**config.mk**
```make
export PLATFORM = sky130hd
export DESIGN_NAME = fb_stream_reader
export DESIGN_NICKNAME = d
export VERILOG_FILES = /design/src/rtl/fb_stream_reader.sv
export SDC_FILE = /design/constraint.sdc
export NUM_CORES = 1
export LEC_CHECK = 0
export CAP_MARGIN = 20
export CORE_ASPECT_RATIO = 0.6
export CORE_MARGIN = 10
export CORE_UTILIZATION = 51
export DETAILED_ROUTE_END_ITERATION = 8
export GPL_ROUTABILITY_DRIVEN = 0
export GPL_TIMING_DRIVEN = 0
export PLACE_DENSITY = 0.85
export SLEW_MARGIN = 40
export SYNTH_ARGS = -nofsm -noshare
export SYNTH_HDL_FRONTEND = slang
export SYNTH_SLANG_ARGS = --single-unit
export TNS_END_PERCENT = 20
```
**constraint.sdc**
```tcl
create_clock -name clk -period 3.5 [get_ports clk]
set_clock_uncertainty 0.15 [all_clocks]
set_input_delay 0.7 -clock clk [delete_from_list [all_inputs] [get_ports clk]]
set_output_delay 0.7 -clock clk [all_outputs]
set_load 0.03 [all_outputs]
```
**src/rtl/fb_stream_reader.sv**
```systemverilog
// ---------------------------------------------------------------------------
// fb_stream_reader
//   Reader side of the framebuffer. Walks the RAM read port in linear order
//   starting at BASE_ADDR and turns the frame into a valid/ready pixel stream
//   with end-of-line and end-of-frame markers. It is independent of VGA scan
//   timing.
//
//   Optional build macro: FB_READER_THRESH_EN
//     Adds the thresh input. Each pixel is binarised when it enters the FIFO:
//     all-ones if pixel >= thresh, otherwise zero.
//
// Ports
//   clk       : clock (clk_vga domain)
//   reset     : asynchronous active-low reset
//   start     : one-cycle request to stream one frame (ignored while busy)
//   rd_addr   : RAM read address
//   rd_data   : RAM q, valid one cycle after rd_addr
//   thresh    : binarisation threshold (FB_READER_THRESH_EN only)
//   px_data   : pixel value
//   px_valid  : px_data valid
//   px_ready  : consumer accepts when px_valid && px_ready
//   px_eol    : head pixel is the last of its line
//   px_last   : head pixel is the last of the frame
//   busy      : frame in progress
//   done      : one-cycle pulse after the final pixel is accepted
// ---------------------------------------------------------------------------
module fb_stream_reader #(
    parameter int unsigned IMG_W  = 160,
    parameter int unsigned IMG_H  = 120,
    parameter int unsigned ADDR_W = 19,
    parameter int unsigned DATA_W = 8,
    parameter logic [ADDR_W-1:0] BASE_ADDR = '0
) (
    input  logic              clk,
    input  logic              reset,
    input  logic              start,
    output logic [ADDR_W-1:0] rd_addr,
    input  logic [DATA_W-1:0] rd_data,
`ifdef FB_READER_THRESH_EN
    input  logic [DATA_W-1:0] thresh,
`endif
    output logic [DATA_W-1:0] px_data,
    output logic              px_valid,
    input  logic              px_ready,
    output logic              px_eol,
    output logic              px_last,
    output logic              busy,
    output logic              done
);

    localparam int unsigned X_W = $clog2(IMG_W);
    localparam int unsigned Y_W = $clog2(IMG_H);

    typedef enum logic [1:0] {
        S_IDLE,
        S_RUN,
        S_DRAIN
    } state_t;

    state_t            r_state;
    state_t            w_state_nxt;

    logic [X_W-1:0]    r_x;
    logic [Y_W-1:0]    r_y;
    logic              r_pending;
    logic              r_pend_eol;
    logic              r_pend_last;
    logic              r_done;

    // Two-entry output FIFO: pixel plus its line/frame markers.
    logic [DATA_W-1:0] r_fifo_data [2];
    logic              r_fifo_eol  [2];
    logic              r_fifo_last [2];
    logic              r_wr_ptr;
    logic              r_rd_ptr;
    logic [1:0]        r_count;

    logic              w_valid;
    logic              w_pop;
    logic              w_issue;
    logic              w_issue_eol;
    logic              w_issue_last;
    logic              w_start_ok;
    logic              w_frame_end;
    logic [DATA_W-1:0] w_px_in;

    assign w_valid = (r_count != 2'd0);
    assign w_pop   = w_valid && px_ready;

    // Issue only if the pixel would still fit after this cycle's pop, counting
    // the read already in flight.
    assign w_issue = (r_state == S_RUN) &&
                     (({1'b0, r_count} + {2'b00, r_pending}) < (3'd2 + {2'b00, w_pop}));

    assign w_issue_eol  = (r_x == X_W'(IMG_W - 1));
    assign w_issue_last = w_issue_eol && (r_y == Y_W'(IMG_H - 1));

    // The done cycle is already IDLE, but a start landing on it is dropped.
    assign w_start_ok  = start && !r_done;
    assign w_frame_end = (r_state == S_DRAIN) && w_pop && r_fifo_last[r_rd_ptr];

`ifdef FB_READER_THRESH_EN
    assign w_px_in = (rd_data >= thresh) ? {DATA_W{1'b1}} : {DATA_W{1'b0}};
`else
    assign w_px_in = rd_data;
`endif

    // NOTE: sequential state uses non-blocking (<=) so every register samples
    // pre-edge values; blocking here would create order-dependent races.
    always_ff @(posedge clk or negedge reset) begin
        if (!reset) begin
            r_state <= S_IDLE;
        end else begin
            r_state <= w_state_nxt;
        end
    end

    // NOTE: the next-state value is defaulted before the case so that no path
    // leaves it unassigned, which would infer a latch.
    always_comb begin
        w_state_nxt = r_state;
        case (r_state)
            S_IDLE:  if (w_start_ok)               w_state_nxt = S_RUN;
            S_RUN:   if (w_issue && w_issue_last) w_state_nxt = S_DRAIN;
            S_DRAIN: if (w_frame_end)             w_state_nxt = S_IDLE;
            default:                              w_state_nxt = S_IDLE;
        endcase
    end

    always_ff @(posedge clk or negedge reset) begin
        if (!reset) begin
            rd_addr     <= BASE_ADDR;
            r_x         <= '0;
            r_y         <= '0;
            r_pending   <= 1'b0;
            r_pend_eol  <= 1'b0;
            r_pend_last <= 1'b0;
            r_done      <= 1'b0;
            r_wr_ptr    <= 1'b0;
            r_rd_ptr    <= 1'b0;
            r_count     <= 2'd0;
            // NOTE: the FIFO storage is reset because its head drives px_data,
            // px_eol and px_last directly and those outputs must read 0 in reset.
            for (int i = 0; i < 2; i++) begin
                r_fifo_data[i] <= '0;
                r_fifo_eol[i]  <= 1'b0;
                r_fifo_last[i] <= 1'b0;
            end
        end else begin
            r_done <= w_frame_end;

            if (r_state == S_IDLE && w_start_ok) begin
                rd_addr   <= BASE_ADDR;
                r_x       <= '0;
                r_y       <= '0;
                r_pending <= 1'b0;
            end else begin
                r_pending <= w_issue;
                if (w_issue) begin
                    rd_addr     <= rd_addr + ADDR_W'(1);
                    r_pend_eol  <= w_issue_eol;
                    r_pend_last <= w_issue_last;
                    if (w_issue_eol) begin
                        r_x <= '0;
                        if (!w_issue_last) r_y <= r_y + Y_W'(1);
                    end else begin
                        r_x <= r_x + X_W'(1);
                    end
                end
            end

            // rd_data this cycle belongs to the address issued last cycle.
            if (r_pending) begin
                r_fifo_data[r_wr_ptr] <= w_px_in;
                r_fifo_eol[r_wr_ptr]  <= r_pend_eol;
                r_fifo_last[r_wr_ptr] <= r_pend_last;
                r_wr_ptr              <= ~r_wr_ptr;
            end
            if (w_pop) r_rd_ptr <= ~r_rd_ptr;
            r_count <= r_count + {1'b0, r_pending} - {1'b0, w_pop};
        end
    end

    assign px_valid = w_valid;
    assign px_data  = r_fifo_data[r_rd_ptr];
    assign px_eol   = r_fifo_eol[r_rd_ptr];
    assign px_last  = r_fifo_last[r_rd_ptr];
    assign busy     = (r_state != S_IDLE);
    assign done     = r_done;

endmodule

```
# [Word level (Yosys, flattened, before mapping)]
# Index checks and enable logic that the tools add are counted.
[totals] ff_bits=64 latch_bits=0 wordCells=89 ram_bits=0 romBits=0 memories=0 output_inout_bits=32 in_bits=12
[classes] div=0 mux=30 mul=0 n_reduce_logical=18 shifts=0 bitwise_logic=5 eq_ne=8 n_lt_le_gt_ge=4 add_sub_neg=7
[ops] operator="$mux 8" n=7
[ops] operator="$mux 19" n=2
[ops] operator="$mux 7" n=4
[ops] operator="$add 19x1->19 const B" n=1
[ops] operator="$bwmux 16" n=1
[ops] operator="$logic_and 1x1->1" n=9
[ops] operator="$add 8x1->8 const B" n=1
[ops] operator="$demux 8 s1" n=1
[ops] operator="$eq 8x8->1 const B" n=1
[ops] operator="$mux 1" n=8
[ops] operator="$reduce_bool 2->1" n=4
[ops] operator="$add 7x1->7 const B" n=1
[ops] operator="$eq 7x7->1 const B" n=1
[ops] operator="$mux 2" n=3
[ops] operator="$pmux 2 s3" n=1
[ops] operator="$reduce_and 3->1" n=2
[ops] operator="$bwmux 2" n=2
[ops] operator="$ge 2x2->1 const B" n=2
[ops] operator="$ne 2x1->1 const B" n=2
[ops] operator="$ne 2x2->1 const B" n=2
[ops] operator="$not 1->2" n=2
[ops] operator="$add 2x1->3" n=1
[ops] operator="$add 2x1->3 const A" n=1
[ops] operator="$lt 3x3->1" n=1
[ops] operator="10 further kinds" n=12

# [Longest topological paths before layout]
[depth] word_depth=8 ltp_mapped=8 depth_no_buf=7

# [Least setup slack after synthesis]
# No wires, ideal clock.
[synth_timing] path_type="flip-flop to flip-flop" start="register r_pending" end="register rd_addr[18]" setup_slack_ns=1.301 arrival_ns=1.971 setup_ns=0.078 required_time_ns=3.272 stages_incl_launch_ff=8 period_less_slack_ns=2.199 cell_sequence="dfrtp_1 -> ha_1 -> ha_1 -> or3b_4 -> nor2_8 -> nand4_4 -> or3_1 -> a21oi_1"
[synth_between] elab_chain_len=4
[synth_rtl] item="start: declaration" line_no="65" source="logic r_pending;"
[synth_rtl] item="start signal: assignment" line_no="158" source="r_pending <= w_issue;"
[synth_rtl] item="$add 2x1->3" line_no="93" source="(({1'b0, r_count} + {2'b00, r_pending}) < (3'd2 + {2'b00, w_pop}));"
[synth_rtl] item="$lt 3x3->1" line_no="93"
[synth_rtl] item="$logic_and 1x1->1" line_no="92" source="assign w_issue = (r_state == S_RUN) &&"
[synth_rtl] item="$reduce_bool 2->1 (no source line)"
[synth_rtl] item="end signal: assignment" line_no="160" source="rd_addr <= rd_addr + ADDR_W'(1);"
[synth_rtl] item="end: declaration" line_no="37" source="output logic [ADDR_W-1:0] rd_addr,"
# Every way passes these cells.
# A chain may end at the register's enable or synchronous reset.

# [Final worst setup path]
[layout_timing] start="register r_rd_ptr" end="output px_data[0]"
[layout_between] elab_chain_len=4
[layout_rtl] item="start: declaration" line_no="75" source="logic r_rd_ptr;"
[layout_rtl] item="start signal: assignment" line_no="179" source="if (w_pop) r_rd_ptr <= ~r_rd_ptr;"
[layout_rtl] item="$not 1->2 (not written as such)" line_no="185" source="assign px_data = r_fifo_data[r_rd_ptr];"
[layout_rtl] item="$mux 8 (not written as such) (3 in series)" line_no="185"
[layout_rtl] item="end: declaration" line_no="42" source="output logic [DATA_W-1:0] px_data,"
# Every way passes these cells. The select of a mux whose other input is x is not followed.

==> flow_summary_export.csv <==
group,metric,value,unit
synth,ys_top_cells_by_area,"dfrtp_1 52%, mux2_2 11%, xor2_1 4.8%",
pwr,vdd_ir_drop_max,0.398,mV
status,status,"completed",
clocking,cts_sinks,64,
worst_setup_path,rr_worst_depth,7,
floorplanning,die_w,121,um
synth,synth-edff-count,0,
clocking,post_cts_resized,0,
sta,setup_violations,0,
worst_setup_path,start_kind,"flip-flop",
floorplanning,rows,21,
placed_design,dp_cells,402,
route,ant_nets,0,
sta,period_needed,3.06,ns
floorplanning,initial_core_util,54.1,%
synth,synthTopCellsByCount,"64 x dfrtp_1, 30 x mux2_2, 20 x nor2_1, 17 x nand3_1, 17 x xor2_1",
floorplanning,io_pins,44,
synth,synthesis.instances,278,
global_routing,antenna_found_initial,0,
sta,drv_slew,0,
clocking,insertion_delay,0.35,ns
route,wirelength,7200,um
clocking,clockRootBuffer,"clkbuf_8",
synth,yosys.area.top_type_share,51.7,%
synth,synth.avg_cell_area,11.1,um2
worst_setup_path,r2r-end,"r_state[0]",
global_routing,top_usage_layer,"met2",
global_routing,use_met1,20.2,%
route,first_iter_violations,150,
global_routing,grt-ovfl-total,0,
clocking,htreeDepth,3,
pwr,power_density,788,mW/mm2
sta,worst_pin_slew,0.631,ns
synth,synth.most_common_cell,"dfrtp_1",
floorplanning,coreArea,0.00573,mm2
sta,max_slew_margin,57.9,%
run,maxCapViolations,0,
route,route.vias.total,2326,
synth,syn_nets,297,
synth,synth-seq-area-share,51.7,%
synth,syn_area,0.00310,mm2
global_routing,grt_use_met2,23.9,%
cells_and_area,antennaDiodeCount,0,
sta,fin_crit_sh,87.3,%
worst_setup_path,endpoint_kind,"primary output",
clocking,clkTransAtPathRegs,0.07,ns
worst_setup_path,worst_ep_arrival_time,2.21,ns
placed_design,port_buffers,43,
placed_design,preCtsSetupSlack,0.684,ns
synth,synth-seq-cells,64,
sta,hold_violations,0,
global_routing,grt_pass1_wl,12200,um
worst_setup_path,reg2reg_slack,0.92,ns
placed_design,hpwl,5240,um
worst_setup_path,slowest_stage,"clkdlybuf4s50_1",
worst_setup_path,r2r_start,"r_pending",
synth,yosysUniqueCellTypes,39,
min_path,hp-class,"in2async",
route,drc,0,
worst_setup_path,crit_fanout,10,
global_routing,met3_usage,6.49,%
cells_and_area,layoutNonFillerInstCount,418,
floorplanning,die_area,0.00969,mm2
sta,max_freq,327,MHz
floorplanning,fp.dieH,80.4,um
cells_and_area,drive_gt1_share,17.2,%
sta,setup_ws,0.444,ns
route,wire_per_inst,17.2,um
synth,synth_top_cell_by_area,"dfrtp_1",
route,avgViaCountPerCell,5.56,
cells_and_area,final_core_util,67.1,%
global_routing,grt_max_degree,41,
global_routing,grt_pass1_vias,2418,
cells_and_area,nNetsFinal,352,
worst_setup_path,cp_cell_sequence,"clkbuf_1 -> mux2_2 -> clkdlybuf4s50_1",
clocking,cts_tree,"done",
clocking,cts_made_buffers,9,
clocking,cts_buffer_depth,2,
sta,whs,0.101,ns
worst_setup_path,cpPeakStageDelay,0.61,ns
clocking,post_cts_buffers,0,
pwr,power_leakage,1.72,nW
worst_setup_path,critPathKind,"reg2out",
synth,yosysWarnings,0,
worst_setup_path,cp_data_required_time,2.65,ns
route,drt-pass1-iter-count,5,
synth,synth_flop_cell,"dfrtp_1",
synth,async_reset_ff_share,100,%
cells_and_area,area_delta_synth_final,24.1,%
clocking,holdBufCountCts,0,
sta,rsz0062_at_grt,"false",
global_routing,track_usage,15.8,%
-- power by group --
| part | switching [W] | leakage (nW) | internal, W |
|---|---|---|---|
| combinational | 0.000739 | 0.783 | 0.000581 |
| sequential | 0.000139 | 0.831 | 0.000926 |
| clock | 0.000278 | 0.103 | 0.000366 |
| total | 0.00116 | 1.72 | 0.00187 |
-- final cells by class --
type / instances / area (um2)
clock inverter: 3 / 40.0
timing repair buffer: 44 / 448
clock buffer: 13 / 159
inverter: 5 / 18.8
fill: 425 / 1880
tap: 80 / 100
sequential: 64 / 1600
multi-input combinational: 198 / 1430
buffer: 11 / 46.3
-- layer usage --
metal / share of wire, % / wire length (um)
met5: 0 / 0
met4: 1.2 / 89
met3: 7.6 / 549
met2: 46 / 3290
met1: 45 / 3260
-- per-stage QoR --
stage	setup TNS, ns	power, W	area, um2
floorplan	0	0.00195	3100
global placement	-30.53	0.00235	3630
detailed placement	0	0.00241	3640
CTS	0	0.00305	3840
global route	0	0.00323	3840
finish	0	0.00303	3840
-- registers in the layout, indices dropped and copies added (netlist names), 2 cells and up --
name         count
r_fifo_eol       2
r_fifo_data     16
r_count          2
r_x              8
r_fifo_last      2
r_state          2
r_y              7
rd_addr         19
-- worst max-delay path: cells and delay by family (launching register included) --
family / cells / cell delay [ns]
buffers and inverters: 2 / 1.10
flip-flops: 1 / 0.35
multiplexers: 1 / 0.41
-- how the worst max path moves through the flow --
stage,end,slack (ns),start,cells past startpoint
floorplan,rd_addr[18],1.30,r_pending,7
global placement,r_fifo_data[10],-0.48,reset,1
detailed placement,r_state[0],0.68,px_ready,7
CTS,px_data[0],0.41,r_rd_ptr,3
global route,px_data[1],0.32,r_rd_ptr,3
finish,px_data[0],0.44,r_rd_ptr,3
-- kinds of logic after synthesis --
| logic type | after synthesis | share of synthesized area [%] |
|---|---|---|
| and+or+nand+nor | 105 | 19.6 |
| buffers and inverters | 16 | 2.10 |
| xor gates and xnor gates | 21 | 5.94 |
| DFF | 64 | 51.7 |
| muxes | 32 | 11.6 |
| adders and majority gates | 7 | 2.83 |
| AOI/OAI and AO/OA | 33 | 6.22 |
-- layout by cell type (no fill, tap or decap), types with 3 or more instances in the layout --
| cell | instances |
|---|---|
| dfrtp_1 | 64 |
| clkdlybuf4s50_1 | 42 |
| mux2_2 | 30 |
| nor2_1 | 20 |
| nand3_1 | 17 |
| xor2_1 | 17 |
| nand2_1 | 15 |
| a21oi_1 | 14 |
| nand4_1 | 11 |
| clkbuf_8 | 11 |
| o21ai_0 | 10 |
| clkbuf_1 | 9 |
| or3_1 | 9 |
| and3_1 | 9 |
| ha_1 | 7 |
| inv_1 | 5 |
| xnor2_1 | 4 |
| buf_2 | 4 |
| and4_1 | 4 |
| nor2b_1 | 3 |
| and2_1 | 3 |
Note: power is estimated with default switching activity, not from simulation.
